`src/rtl/median_pkg.sv`:
```
// Shared constants, FSM encoding and tap geometry for the median window fetcher.
// Taps are numbered row-major across the 3x3 neighbourhood, top-left first.
package median_pkg;

    localparam int CHANNELS    = 3;
    localparam int DATA_WIDTH  = 24;
    localparam int KERNEL_TAPS = 9;
    localparam int TAP_WIDTH   = 4;

    localparam logic [1:0] ST_IDLE  = 2'd0;
    localparam logic [1:0] ST_ISSUE = 2'd1;
    localparam logic [1:0] ST_DRAIN = 2'd2;
    localparam logic [1:0] ST_DONE  = 2'd3;

    typedef struct packed {
        logic signed [1:0] dr;
        logic signed [1:0] dc;
    } tap_offset_t;

    // Row/column offset of tap k relative to the centre pixel.
    function automatic tap_offset_t tap_offset(input logic [TAP_WIDTH-1:0] k);
        tap_offset_t o;
        case (k)
            4'd0, 4'd1, 4'd2: o.dr = -2'sd1;
            4'd3, 4'd4, 4'd5: o.dr = 2'sd0;
            default:          o.dr = 2'sd1;
        endcase
        case (k)
            4'd0, 4'd3, 4'd6: o.dc = -2'sd1;
            4'd1, 4'd4, 4'd7: o.dc = 2'sd0;
            default:          o.dc = 2'sd1;
        endcase
        return o;
    endfunction

endpackage

```
`src/rtl/median_window_fetch_if.sv`:
```
// Memory read port and window handshake of the median window fetcher.
// master = fetcher side, slave = memory/consumer side.
interface median_window_fetch_if #(
    parameter int BUS_WIDTH   = 32,
    parameter int DATA_WIDTH  = median_pkg::DATA_WIDTH,
    parameter int KERNEL_TAPS = median_pkg::KERNEL_TAPS
);
    logic                              Fetch_Read_Enable;
    logic [BUS_WIDTH-1:0]              Fetch_Read_Address;
    logic                              Fetch_Mem_Grant;
    logic [DATA_WIDTH-1:0]             Mem_Output_Data;
    logic                              Win_Valid;
    logic                              Win_Ready;
    logic [KERNEL_TAPS*DATA_WIDTH-1:0] Win_Data;

    modport master (
        output Fetch_Read_Enable, Fetch_Read_Address, Win_Valid, Win_Data,
        input  Fetch_Mem_Grant, Mem_Output_Data, Win_Ready
    );

    modport slave (
        input  Fetch_Read_Enable, Fetch_Read_Address, Win_Valid, Win_Data,
        output Fetch_Mem_Grant, Mem_Output_Data, Win_Ready
    );
endinterface

```
`src/rtl/median_window_addr.sv`:
```
// Combinational byte address of one window tap, with edge-pixel replication
// at all image borders.
module median_window_addr #(
    parameter int CHANNELS    = median_pkg::CHANNELS,
    parameter int BUS_WIDTH   = 32,
    parameter int COORD_WIDTH = 12
) (
    input  logic [median_pkg::TAP_WIDTH-1:0] tap,
    input  logic [COORD_WIDTH-1:0]           x,
    input  logic [COORD_WIDTH-1:0]           y,
    input  logic [COORD_WIDTH-1:0]           width,
    input  logic [COORD_WIDTH-1:0]           height,
    input  logic [BUS_WIDTH-1:0]             base,
    output logic [BUS_WIDTH-1:0]             addr
);
    import median_pkg::*;

    tap_offset_t              off;
    logic signed [COORD_WIDTH:0] xs, ys, x_max, y_max;
    logic [COORD_WIDTH-1:0]   xx, yy;
    logic [BUS_WIDTH-1:0]     pix_idx;

    always_comb begin
        off   = tap_offset(tap);
        // One extra bit keeps X-1 at X=0 negative instead of wrapping.
        xs    = $signed({1'b0, x}) + $signed({{(COORD_WIDTH-1){off.dc[1]}}, off.dc});
        ys    = $signed({1'b0, y}) + $signed({{(COORD_WIDTH-1){off.dr[1]}}, off.dr});
        x_max = $signed({1'b0, width  - COORD_WIDTH'(1)});
        y_max = $signed({1'b0, height - COORD_WIDTH'(1)});

        if (xs[COORD_WIDTH])  xx = '0;
        else if (xs > x_max)  xx = x_max[COORD_WIDTH-1:0];
        else                  xx = xs[COORD_WIDTH-1:0];

        if (ys[COORD_WIDTH])  yy = '0;
        else if (ys > y_max)  yy = y_max[COORD_WIDTH-1:0];
        else                  yy = ys[COORD_WIDTH-1:0];

        pix_idx = BUS_WIDTH'(yy) * BUS_WIDTH'(width) + BUS_WIDTH'(xx);
        addr    = base + BUS_WIDTH'(CHANNELS) * pix_idx;
    end

endmodule

```
`src/rtl/median_window_fetch.sv`:
```
// Fetches the 3x3 RGB neighbourhood of one pixel from byte-addressed memory
// and presents it as a single 9-tap window to the median datapath.
module median_window_fetch #(
    parameter int CHANNELS    = median_pkg::CHANNELS,
    parameter int DATA_WIDTH  = median_pkg::DATA_WIDTH,
    parameter int BUS_WIDTH   = 32,
    parameter int COORD_WIDTH = 12
) (
    input  logic                   Fetch_Clk,
    input  logic                   Fetch_Reset,
    input  logic                   Fetch_Start,
    input  logic [BUS_WIDTH-1:0]   Fetch_Base_Address,
    input  logic [COORD_WIDTH-1:0] Fetch_Width,
    input  logic [COORD_WIDTH-1:0] Fetch_Height,
    input  logic [COORD_WIDTH-1:0] Fetch_X,
    input  logic [COORD_WIDTH-1:0] Fetch_Y,
    output logic                   Fetch_Busy,
    median_window_fetch_if.master  bus
);
    import median_pkg::*;

    logic [1:0]             state;
    logic [TAP_WIDTH-1:0]   tap;
    logic [BUS_WIDTH-1:0]   base_q;
    logic [COORD_WIDTH-1:0] width_q, height_q, x_q, y_q;

    logic [TAP_WIDTH-1:0]   addr_tap;
    logic [BUS_WIDTH-1:0]   addr_base;
    logic [COORD_WIDTH-1:0] addr_x, addr_y, addr_w, addr_h;
    logic [BUS_WIDTH-1:0]   addr_next;

    logic                   cap_pend;
    logic [TAP_WIDTH-1:0]   cap_tap;
    logic [DATA_WIDTH-1:0]  win [KERNEL_TAPS];
    logic                   issue;

    assign issue      = (state == ST_ISSUE) && bus.Fetch_Read_Enable && bus.Fetch_Mem_Grant;
    assign Fetch_Busy = (state != ST_IDLE);

    // In IDLE the tap-0 address comes straight from the request ports so it
    // can be registered on the same edge that accepts Start.
    always_comb begin
        if (state == ST_IDLE) begin
            addr_tap  = '0;
            addr_base = Fetch_Base_Address;
            addr_x    = Fetch_X;
            addr_y    = Fetch_Y;
            addr_w    = Fetch_Width;
            addr_h    = Fetch_Height;
        end else begin
            addr_tap  = tap + TAP_WIDTH'(1);
            addr_base = base_q;
            addr_x    = x_q;
            addr_y    = y_q;
            addr_w    = width_q;
            addr_h    = height_q;
        end
    end

    median_window_addr #(
        .CHANNELS    (CHANNELS),
        .BUS_WIDTH   (BUS_WIDTH),
        .COORD_WIDTH (COORD_WIDTH)
    ) u_addr (
        .tap    (addr_tap),
        .x      (addr_x),
        .y      (addr_y),
        .width  (addr_w),
        .height (addr_h),
        .base   (addr_base),
        .addr   (addr_next)
    );

    // NOTE: all state below uses non-blocking assignments so every register
    // samples pre-edge values regardless of statement order.
    always_ff @(posedge Fetch_Clk) begin
        if (Fetch_Reset) begin
            state                  <= ST_IDLE;
            tap                    <= '0;
            base_q                 <= '0;
            width_q                <= '0;
            height_q               <= '0;
            x_q                    <= '0;
            y_q                    <= '0;
            cap_pend               <= 1'b0;
            cap_tap                <= '0;
            bus.Fetch_Read_Enable  <= 1'b0;
            bus.Fetch_Read_Address <= '0;
            bus.Win_Valid          <= 1'b0;
            // NOTE: the window store is a small register bank, not a RAM, and
            // must read back as zero after reset, so clearing it is intended.
            for (int k = 0; k < KERNEL_TAPS; k++) win[k] <= '0;
        end else begin
            cap_pend <= issue;
            cap_tap  <= tap;
            if (cap_pend) win[cap_tap] <= bus.Mem_Output_Data;

            case (state)
                ST_IDLE: begin
                    if (Fetch_Start) begin
                        base_q                 <= Fetch_Base_Address;
                        width_q                <= Fetch_Width;
                        height_q               <= Fetch_Height;
                        x_q                    <= Fetch_X;
                        y_q                    <= Fetch_Y;
                        tap                    <= '0;
                        bus.Fetch_Read_Enable  <= 1'b1;
                        bus.Fetch_Read_Address <= addr_next;
                        state                  <= ST_ISSUE;
                    end
                end
                ST_ISSUE: begin
                    if (issue) begin
                        if (tap == TAP_WIDTH'(KERNEL_TAPS - 1)) begin
                            bus.Fetch_Read_Enable <= 1'b0;
                            state                 <= ST_DRAIN;
                        end else begin
                            tap                    <= tap + TAP_WIDTH'(1);
                            bus.Fetch_Read_Address <= addr_next;
                        end
                    end
                end
                ST_DRAIN: begin
                    bus.Win_Valid <= 1'b1;
                    state         <= ST_DONE;
                end
                ST_DONE: begin
                    if (bus.Win_Ready) begin
                        bus.Win_Valid <= 1'b0;
                        state         <= ST_IDLE;
                    end
                end
                default: state <= ST_IDLE;
            endcase
        end
    end

    always_comb begin
        bus.Win_Data = '0;
        for (int k = 0; k < KERNEL_TAPS; k++)
            bus.Win_Data[(KERNEL_TAPS-1-k)*DATA_WIDTH +: DATA_WIDTH] = win[k];
    end

endmodule

```
`src/flat_wrapper.sv`:
```
// flat-port wrapper written by rule: the top's interface ports become plain ports
module median_window_fetch_flat import median_pkg::*;
#(
    parameter int CHANNELS    = median_pkg::CHANNELS,
    parameter int DATA_WIDTH  = median_pkg::DATA_WIDTH,
    parameter int BUS_WIDTH   = 32,
    parameter int COORD_WIDTH = 12
)
  (Fetch_Clk, Fetch_Reset, Fetch_Start, Fetch_Base_Address, Fetch_Width, Fetch_Height, Fetch_X, Fetch_Y, Fetch_Busy, bus_Fetch_Read_Enable, bus_Fetch_Read_Address, bus_Win_Valid, bus_Win_Data, bus_Fetch_Mem_Grant, bus_Mem_Output_Data, bus_Win_Ready);
  median_window_fetch_if #(.BUS_WIDTH(BUS_WIDTH), .DATA_WIDTH(DATA_WIDTH)) bus_i ();
  input  logic Fetch_Clk;
  input  logic Fetch_Reset;
  input  logic Fetch_Start;
  input  logic [BUS_WIDTH-1:0] Fetch_Base_Address;
  input  logic [COORD_WIDTH-1:0] Fetch_Width;
  input  logic [COORD_WIDTH-1:0] Fetch_Height;
  input  logic [COORD_WIDTH-1:0] Fetch_X;
  input  logic [COORD_WIDTH-1:0] Fetch_Y;
  output logic Fetch_Busy;
  output wire logic [$bits(bus_i.Fetch_Read_Enable)-1:0] bus_Fetch_Read_Enable;
  output wire logic [$bits(bus_i.Fetch_Read_Address)-1:0] bus_Fetch_Read_Address;
  output wire logic [$bits(bus_i.Win_Valid)-1:0] bus_Win_Valid;
  output wire logic [$bits(bus_i.Win_Data)-1:0] bus_Win_Data;
  input wire logic [$bits(bus_i.Fetch_Mem_Grant)-1:0] bus_Fetch_Mem_Grant;
  input wire logic [$bits(bus_i.Mem_Output_Data)-1:0] bus_Mem_Output_Data;
  input wire logic [$bits(bus_i.Win_Ready)-1:0] bus_Win_Ready;
  assign bus_Fetch_Read_Enable = bus_i.Fetch_Read_Enable;
  assign bus_Fetch_Read_Address = bus_i.Fetch_Read_Address;
  assign bus_Win_Valid = bus_i.Win_Valid;
  assign bus_Win_Data = bus_i.Win_Data;
  assign bus_i.Fetch_Mem_Grant = bus_Fetch_Mem_Grant;
  assign bus_i.Mem_Output_Data = bus_Mem_Output_Data;
  assign bus_i.Win_Ready = bus_Win_Ready;
  median_window_fetch #(.CHANNELS(CHANNELS), .DATA_WIDTH(DATA_WIDTH), .BUS_WIDTH(BUS_WIDTH), .COORD_WIDTH(COORD_WIDTH)) u_core (.Fetch_Clk(Fetch_Clk), .Fetch_Reset(Fetch_Reset), .Fetch_Start(Fetch_Start), .Fetch_Base_Address(Fetch_Base_Address), .Fetch_Width(Fetch_Width), .Fetch_Height(Fetch_Height), .Fetch_X(Fetch_X), .Fetch_Y(Fetch_Y), .Fetch_Busy(Fetch_Busy), .bus(bus_i));
endmodule
```
`config.mk`:
```
export PLATFORM = sky130hd
export DESIGN_NAME = median_window_fetch_flat
export DESIGN_NICKNAME = d
export VERILOG_FILES = /design/src/rtl/median_pkg.sv /design/src/rtl/median_window_fetch_if.sv /design/src/rtl/median_window_addr.sv /design/src/rtl/median_window_fetch.sv /design/src/flat_wrapper.sv
export SDC_FILE = /design/constraint.sdc
export NUM_CORES = 1
export LEC_CHECK = 0
export CAP_MARGIN = 20
export CORE_MARGIN = 8
export CORE_UTILIZATION = 60
export DETAILED_ROUTE_END_ITERATION = 16
export PLACE_DENSITY = 0.85
export SYNTH_ARGS = -nofsm -noshare
export SYNTH_HDL_FRONTEND = slang
export SYNTH_SLANG_ARGS = --single-unit
```
`constraint.sdc`:
```
create_clock -name Fetch_Clk -period 28.5 [get_ports Fetch_Clk]
set_clock_uncertainty 0.2 [all_clocks]
set_input_delay 2.85 -clock Fetch_Clk [delete_from_list [all_inputs] [get_ports Fetch_Clk]]
set_output_delay 2.85 -clock Fetch_Clk [all_outputs]
set_load 0.05 [all_outputs]
```
# After elaboration in Yosys (flattened, before gate mapping)
# Memories as Yosys holds them, arrays and structs flattened.
# Index checks and enable logic that the tools add are counted.
[totals]
ff_bits = 125
ram_bits = 216
in_bits = 109
output_inout_bits = 251
elab_cells = 96
memories = 1
[memory_table]
columns = ["memory", "depth", "width", "rd", "rd_clocked_by_memory_dff", "wr", "line", "rtl"]
rows = [
  ["u_core.win", 9, 24, 9, 0, 9, "median_window_fetch.sv:34", "logic [DATA_WIDTH-1:0] win [KERNEL_TAPS];"],
]
[classes]
n_addsub = 7
mul = 2
magnitude_cmp = 2
n_eq_ne = 16
muxes = 39
n_reduce_logical = 17
[ops]
columns = ["cell", "n"]
rows = [
  ["$mux W32", 4],
  ["$mux W12", 8],
  ["$pmux W32 S2", 1],
  ["$add A32 B27 Y32", 1],
  ["$mul A2 B25 Y27 const A", 1],
  ["$add A13 B2 Y13", 2],
  ["$gt A13 B13 Y1", 2],
  ["$add A24 B12 Y25", 1],
  ["$mul A12 B12 Y24", 1],
  ["$mux W24", 1],
  ["$reduce_or A24 Y1", 1],
  ["$sub A12 B1 Y12 const B", 2],
  ["$mux W4", 5],
  ["$eq A4 B3 Y1 const B", 4],
  ["$reduce_and A4 Y1", 3],
  ["$reduce_or A3 Y1", 4],
  ["$mux W1", 10],
  ["$eq A4 B2 Y1 const B", 2],
  ["$mux W2", 4],
  ["$ne A2 B2 Y1 const B", 4],
  ["$pmux W2 S2", 2],
  ["$pmux W2 S4", 1],
  ["$pmux W4 S2", 1],
  ["$reduce_bool A2 Y1", 3],
  ["11 further kinds", 15],
]

# Depth between registers and ports, before layout
[depth]
word_depth = 16
mapped_depth = 58
ltp_nobuf = 51

# Hierarchy
# From an unflattened synthesis, not the netlist that was laid out.
[unflattened]
hier_cells = 2288
hier_area_um2 = 23233.5
[modules_own_cells]
columns = ["mod", "n_inst", "cells_per_inst", "area_per_inst_um2", "seq_area_each_um2"]
rows = [
  ["median_window_fetch", 1, 1126, 13708.1, 8988.6],
  ["median_window_addr", 1, 1162, 9525.4, 0.0],
]

# Worst setup path after synthesis
# No wires, ideal clock.
[synth_timing]
path_kind = "input -> register"
start = "input Fetch_Y[0]"
end = "register u_core.bus.Fetch_Read_Address[28]"
setup_ps = 63
arrival_ps = 13658
required_ps = 28237
slack_ps = 14579
path_stages = 45
n_path_buf = 2
path_cell_list = "mux2_2 > ha_1 > fa_1 > a21oi_1 > nand4b_1 > nand3_1 > a311oi_1 > xnor2_1 > ha_1 > nand4_1 > nor3_1 > a2111oi_0 > nor3b_1 > o31ai_4 > buf_6 > mux2i_1 > buf_2 > nor2_1 > [9 not listed] > ha_1 > a21oi_1 > o211ai_1 > a221oi_1 > o21bai_1 > a21o_1 > a21o_1 > xor2_1 > inv_1 > fa_1 > inv_1 > ha_1 > o41ai_1 > o21ai_0 > a21o_1 > a31o_2 > or4_1 > nand3_1"
[synth_via]
elab_chain_cells = 12
elab_cells_between_ends = 13
classes_between = "add/sub: 3; mul: 2; order compare: 1; mux: 7"
[synth_rtl]
columns = ["item", "line", "rtl"]
rows = [
  ["start: declaration", "flat_wrapper.sv:18", "input logic [COORD_WIDTH-1:0] Fetch_Y;"],
  ["$mux W12 *", "median_window_fetch.sv:43", "if (state == ST_IDLE) begin"],
  ["$add A13 B2 Y13 *", "median_window_addr.sv:27", "ys = $signed({1'b0, y}) + $signed({{(COORD_WIDTH-1){off.dr[1]}}, off.dr});"],
  ["$gt A13 B13 Y1", "median_window_addr.sv:36", "else if (ys > y_max) yy = y_max[COORD_WIDTH-1:0];"],
  ["$mux W12", "median_window_addr.sv:36", ""],
  ["$mux W12 *", "median_window_addr.sv:35", "if (ys[COORD_WIDTH]) yy = '0;"],
  ["$mul A12 B12 Y24 *", "median_window_addr.sv:39", "pix_idx = BUS_WIDTH'(yy) * BUS_WIDTH'(width) + BUS_WIDTH'(xx);"],
  ["$add A24 B12 Y25 *", "median_window_addr.sv:39", ""],
  ["$mul A2 B25 Y27 *", "median_window_addr.sv:40", "addr = base + BUS_WIDTH'(CHANNELS) * pix_idx;"],
  ["$add A32 B27 Y32 *", "median_window_addr.sv:40", ""],
  ["$mux W32", "median_window_fetch.sv:114", "if (tap == TAP_WIDTH'(KERNEL_TAPS - 1)) begin"],
  ["$mux W32", "median_window_fetch.sv:113", "if (issue) begin"],
  ["$pmux W32 S2 *", "median_window_fetch.sv:98", "case (state)"],
  ["end signal: assignment", "median_window_fetch.sv:108", "bus.Fetch_Read_Address <= addr_next;"],
  ["end signal: assignment", "median_window_fetch.sv:119", "bus.Fetch_Read_Address <= addr_next;"],
  ["end: declaration", "median_window_fetch_if.sv:17", "output Fetch_Read_Enable, Fetch_Read_Address, Win_Valid, Win_Data,"],
]
# Mark *: on every way between the ends. The rest lies on a longest branch, timed or not. The select of a mux whose other input is x is not followed.
# A chain may end at the register's enable or synchronous reset.

# Worst setup path in the final report
[layout_timing]
start = "input Fetch_Y[0]"
end = "register u_core.bus.Fetch_Read_Address[31]"
# The elaborated chain is that of the path after synthesis.

==> out/metrics.csv <==
metric,value,unit
"Req. time, crit path",28.79,ns
CP most frequent cell,fa_1,
post-synthesis adder-cell area fraction,20.4,%
footprint of the multi-input gates,12900,sq um
gr busiest metal,met2,
hold_buf cts,0,
"Net count, final",3048,
DP Worst Slack,12.19,ns
Clock Latency Late Sink,0.54,ns
initial antenna violation count,4,
ratio of cells with drive above 1 in the final layout,6.43,%
number of flops mapped to enable cells by yosys,216,
worst-margin pin slew,1.09,ns
io pins,360,
PostCTS Resize Cnt,0,
Pre-Repair DR Iteration Count,6,
"slowest stage cell, crit path",mux2i_1,
largest family of logic cells by synthesized area,adder cells,
Post-synth top cells,"nand2_1 (281), and2_1 (234), edfxtp_1 (216)",
area grow syn2layout,23.0,%
Sink Count,341,
Final HPWL DP,53700,um
flop2flop setup slack,13.08,ns
GPL Wtd Cong,0.942,
Main synth FF type,edfxtp_1,
distinct cell type count after synthesis,70,
compound-gate portion of the synthesized area,8.85,%
post-synthesis area per instance,9.96,sq um
met3 usage,4.69,%
post-synthesis sequential area ratio,39.0,%
drt via density,5.82,
gr ovfl total,0,
H-Tree Level Count,2,
WL/cell,22.3,um
YS warnings,0,
fmax,62.2,MHz
initial detailed-routing violation count,1493,
setup_tns,0,ns
Max transition margin,25.1,%
clk buf depth,3,
"Reg clk slew, reported paths",0.06,ns
final WL,70900,um
RSZ-0062 raised after global routing,no,
DRC Markers,0,
Post-Synth XOR/XNOR Area,3.20,%
crit path launch type,input port,
Final setup viols,0,
synth top area cells,"edfxtp_1 (28%), fa_1 (12%), dfxtp_1 (11%)",
postcts setup bufs,0,
die area,44900,sq um
GRT Util Overall,31.1,%
number of global-route vias before repair,18500,
Yosys reg bits,341,
chip height,212,um
grt met2 use,55.0,%
cts bufs inserted,37,
Sequential Area,8990,sq um
critical path class,input port to flop,
status,"complete, no violations",
# port buffers,359,
Hold Worst Slack,0.251,ns
Die Wd,212,um
syn nets,2715,
family with the most delay on the worst path,adder cells,
Max Fanout on Critical Path,14,
Syn Inst Count,2312,
cell area after synthesis,23000,sq um
Synth Area in Simple Gates,18.5,%
ys async rst share,0,%
multiplexer share of the synthesized area,4.99,%
fin. max-slew vios,0,
initial core utilization,61.0,%
Worst setup EP type,flop,
fill cell count,2548,
first-pass GRT wire length,108000,um
Max-cap violations,0,
worst path arrival time,16.38,ns
Synth top area share,28.2,%
Detail Route Antenna Nets,0,
top-count cell post-synth,nand2_1,
Rows,71,
routing usage on met1,38.1,%
Hold WC Path Type,flop to flop,
core area,37800,sq um
Crit path largest cell delay,0.95,ns
CTS tree,done,
Final Hold Vio Count,0,
fin crit period,16.09,ns
CTS root buf,clkbuf_16,
worst path bufs/invs,7,
largest net degree at the start of global routing,76,
Yosys top cell by area,edfxtp_1,
via count,18500,
Tcrit/Tclk final,56.5,%
slack of the critical path,12.41,ns
## per-layer routing
layer | vias to the layer above | share of wire [%]
met5 | - | 0.049
met4 | 6 | 3.6
met3 | 117 | 8.6
met2 | 895 | 50
met1 | 9050 | 38
li1 | 8479 | -
## per-stage QoR
step	utilization, %	cells	instance area, sq um
final	75.0	3185	28300
after global routing	75.0	3185	28300
after CTS	74.9	3181	28300
after detailed placement	71.8	3114	27100
after global placement	71.8	3114	27100
after floorplan	-	2312	23000
## final timing paths
check / from / end / depth (start not counted)
max: Fetch_Y[0] / u_core.bus.Fetch_Read_Address[31] / 46
max reg2reg: u_core.state[0] / u_core.bus.Fetch_Read_Address[31] / 48
min: u_core.x_q[10] / u_core.x_q[10] / 2
min reg2reg: u_core.x_q[10] / u_core.x_q[10] / 2
## cells in the final DEF (no fill, tap or decap), types with 55 or more instances in the layout
| master | n |
|---|---|
| and2_1 | 233 |
| a21oi_1 | 151 |
| xnor2_1 | 55 |
| inv_1 | 206 |
| fa_1 | 135 |
| ha_1 | 158 |
| dfxtp_1 | 125 |
| nor2_1 | 139 |
| clkdlybuf4s50_1 | 358 |
| mux2_2 | 55 |
| nand2_1 | 280 |
| edfxtp_1 | 216 |
## worst min-delay path: stages (launching register included)
cell and delay, ns:
dfxtp_1 0.30, nand2_1 0.05, a21oi_1 0.05
## cell type report
type                            instances  share of cell area (%)
Multi-Input combinational cell       1674                    45.7
Timing Repair Buffer                  385                    13.4
Tap cell                              511                    2.26
Clock buffer                           41                    3.32
Antenna cell                            1                 0.00884
Inverter                              206                    2.73
Sequential cell                       341                    31.8
Clock inverter                         26                   0.796
## registers in the layout, summed over array words and instances (netlist names), 12 cells and up
| name | count |
|---|---|
| u_core.win | 216 |
| u_core.base_q | 32 |
| u_core.bus.Fetch_Read_Address | 32 |
| u_core.height_q | 12 |
| u_core.width_q | 12 |
| u_core.x_q | 12 |
| u_core.y_q | 12 |
## cell families after synthesis
family / Yosys count
flops: 341
buf+inv: 297
fa+ha+maj: 294
compound gates: 332
simple gates: 856
mux: 108
xor+xnor: 84
Power is left out: the tool's default activity adds up to more than one toggle a clock period on the data nets, which glitch-free logic cannot reach.
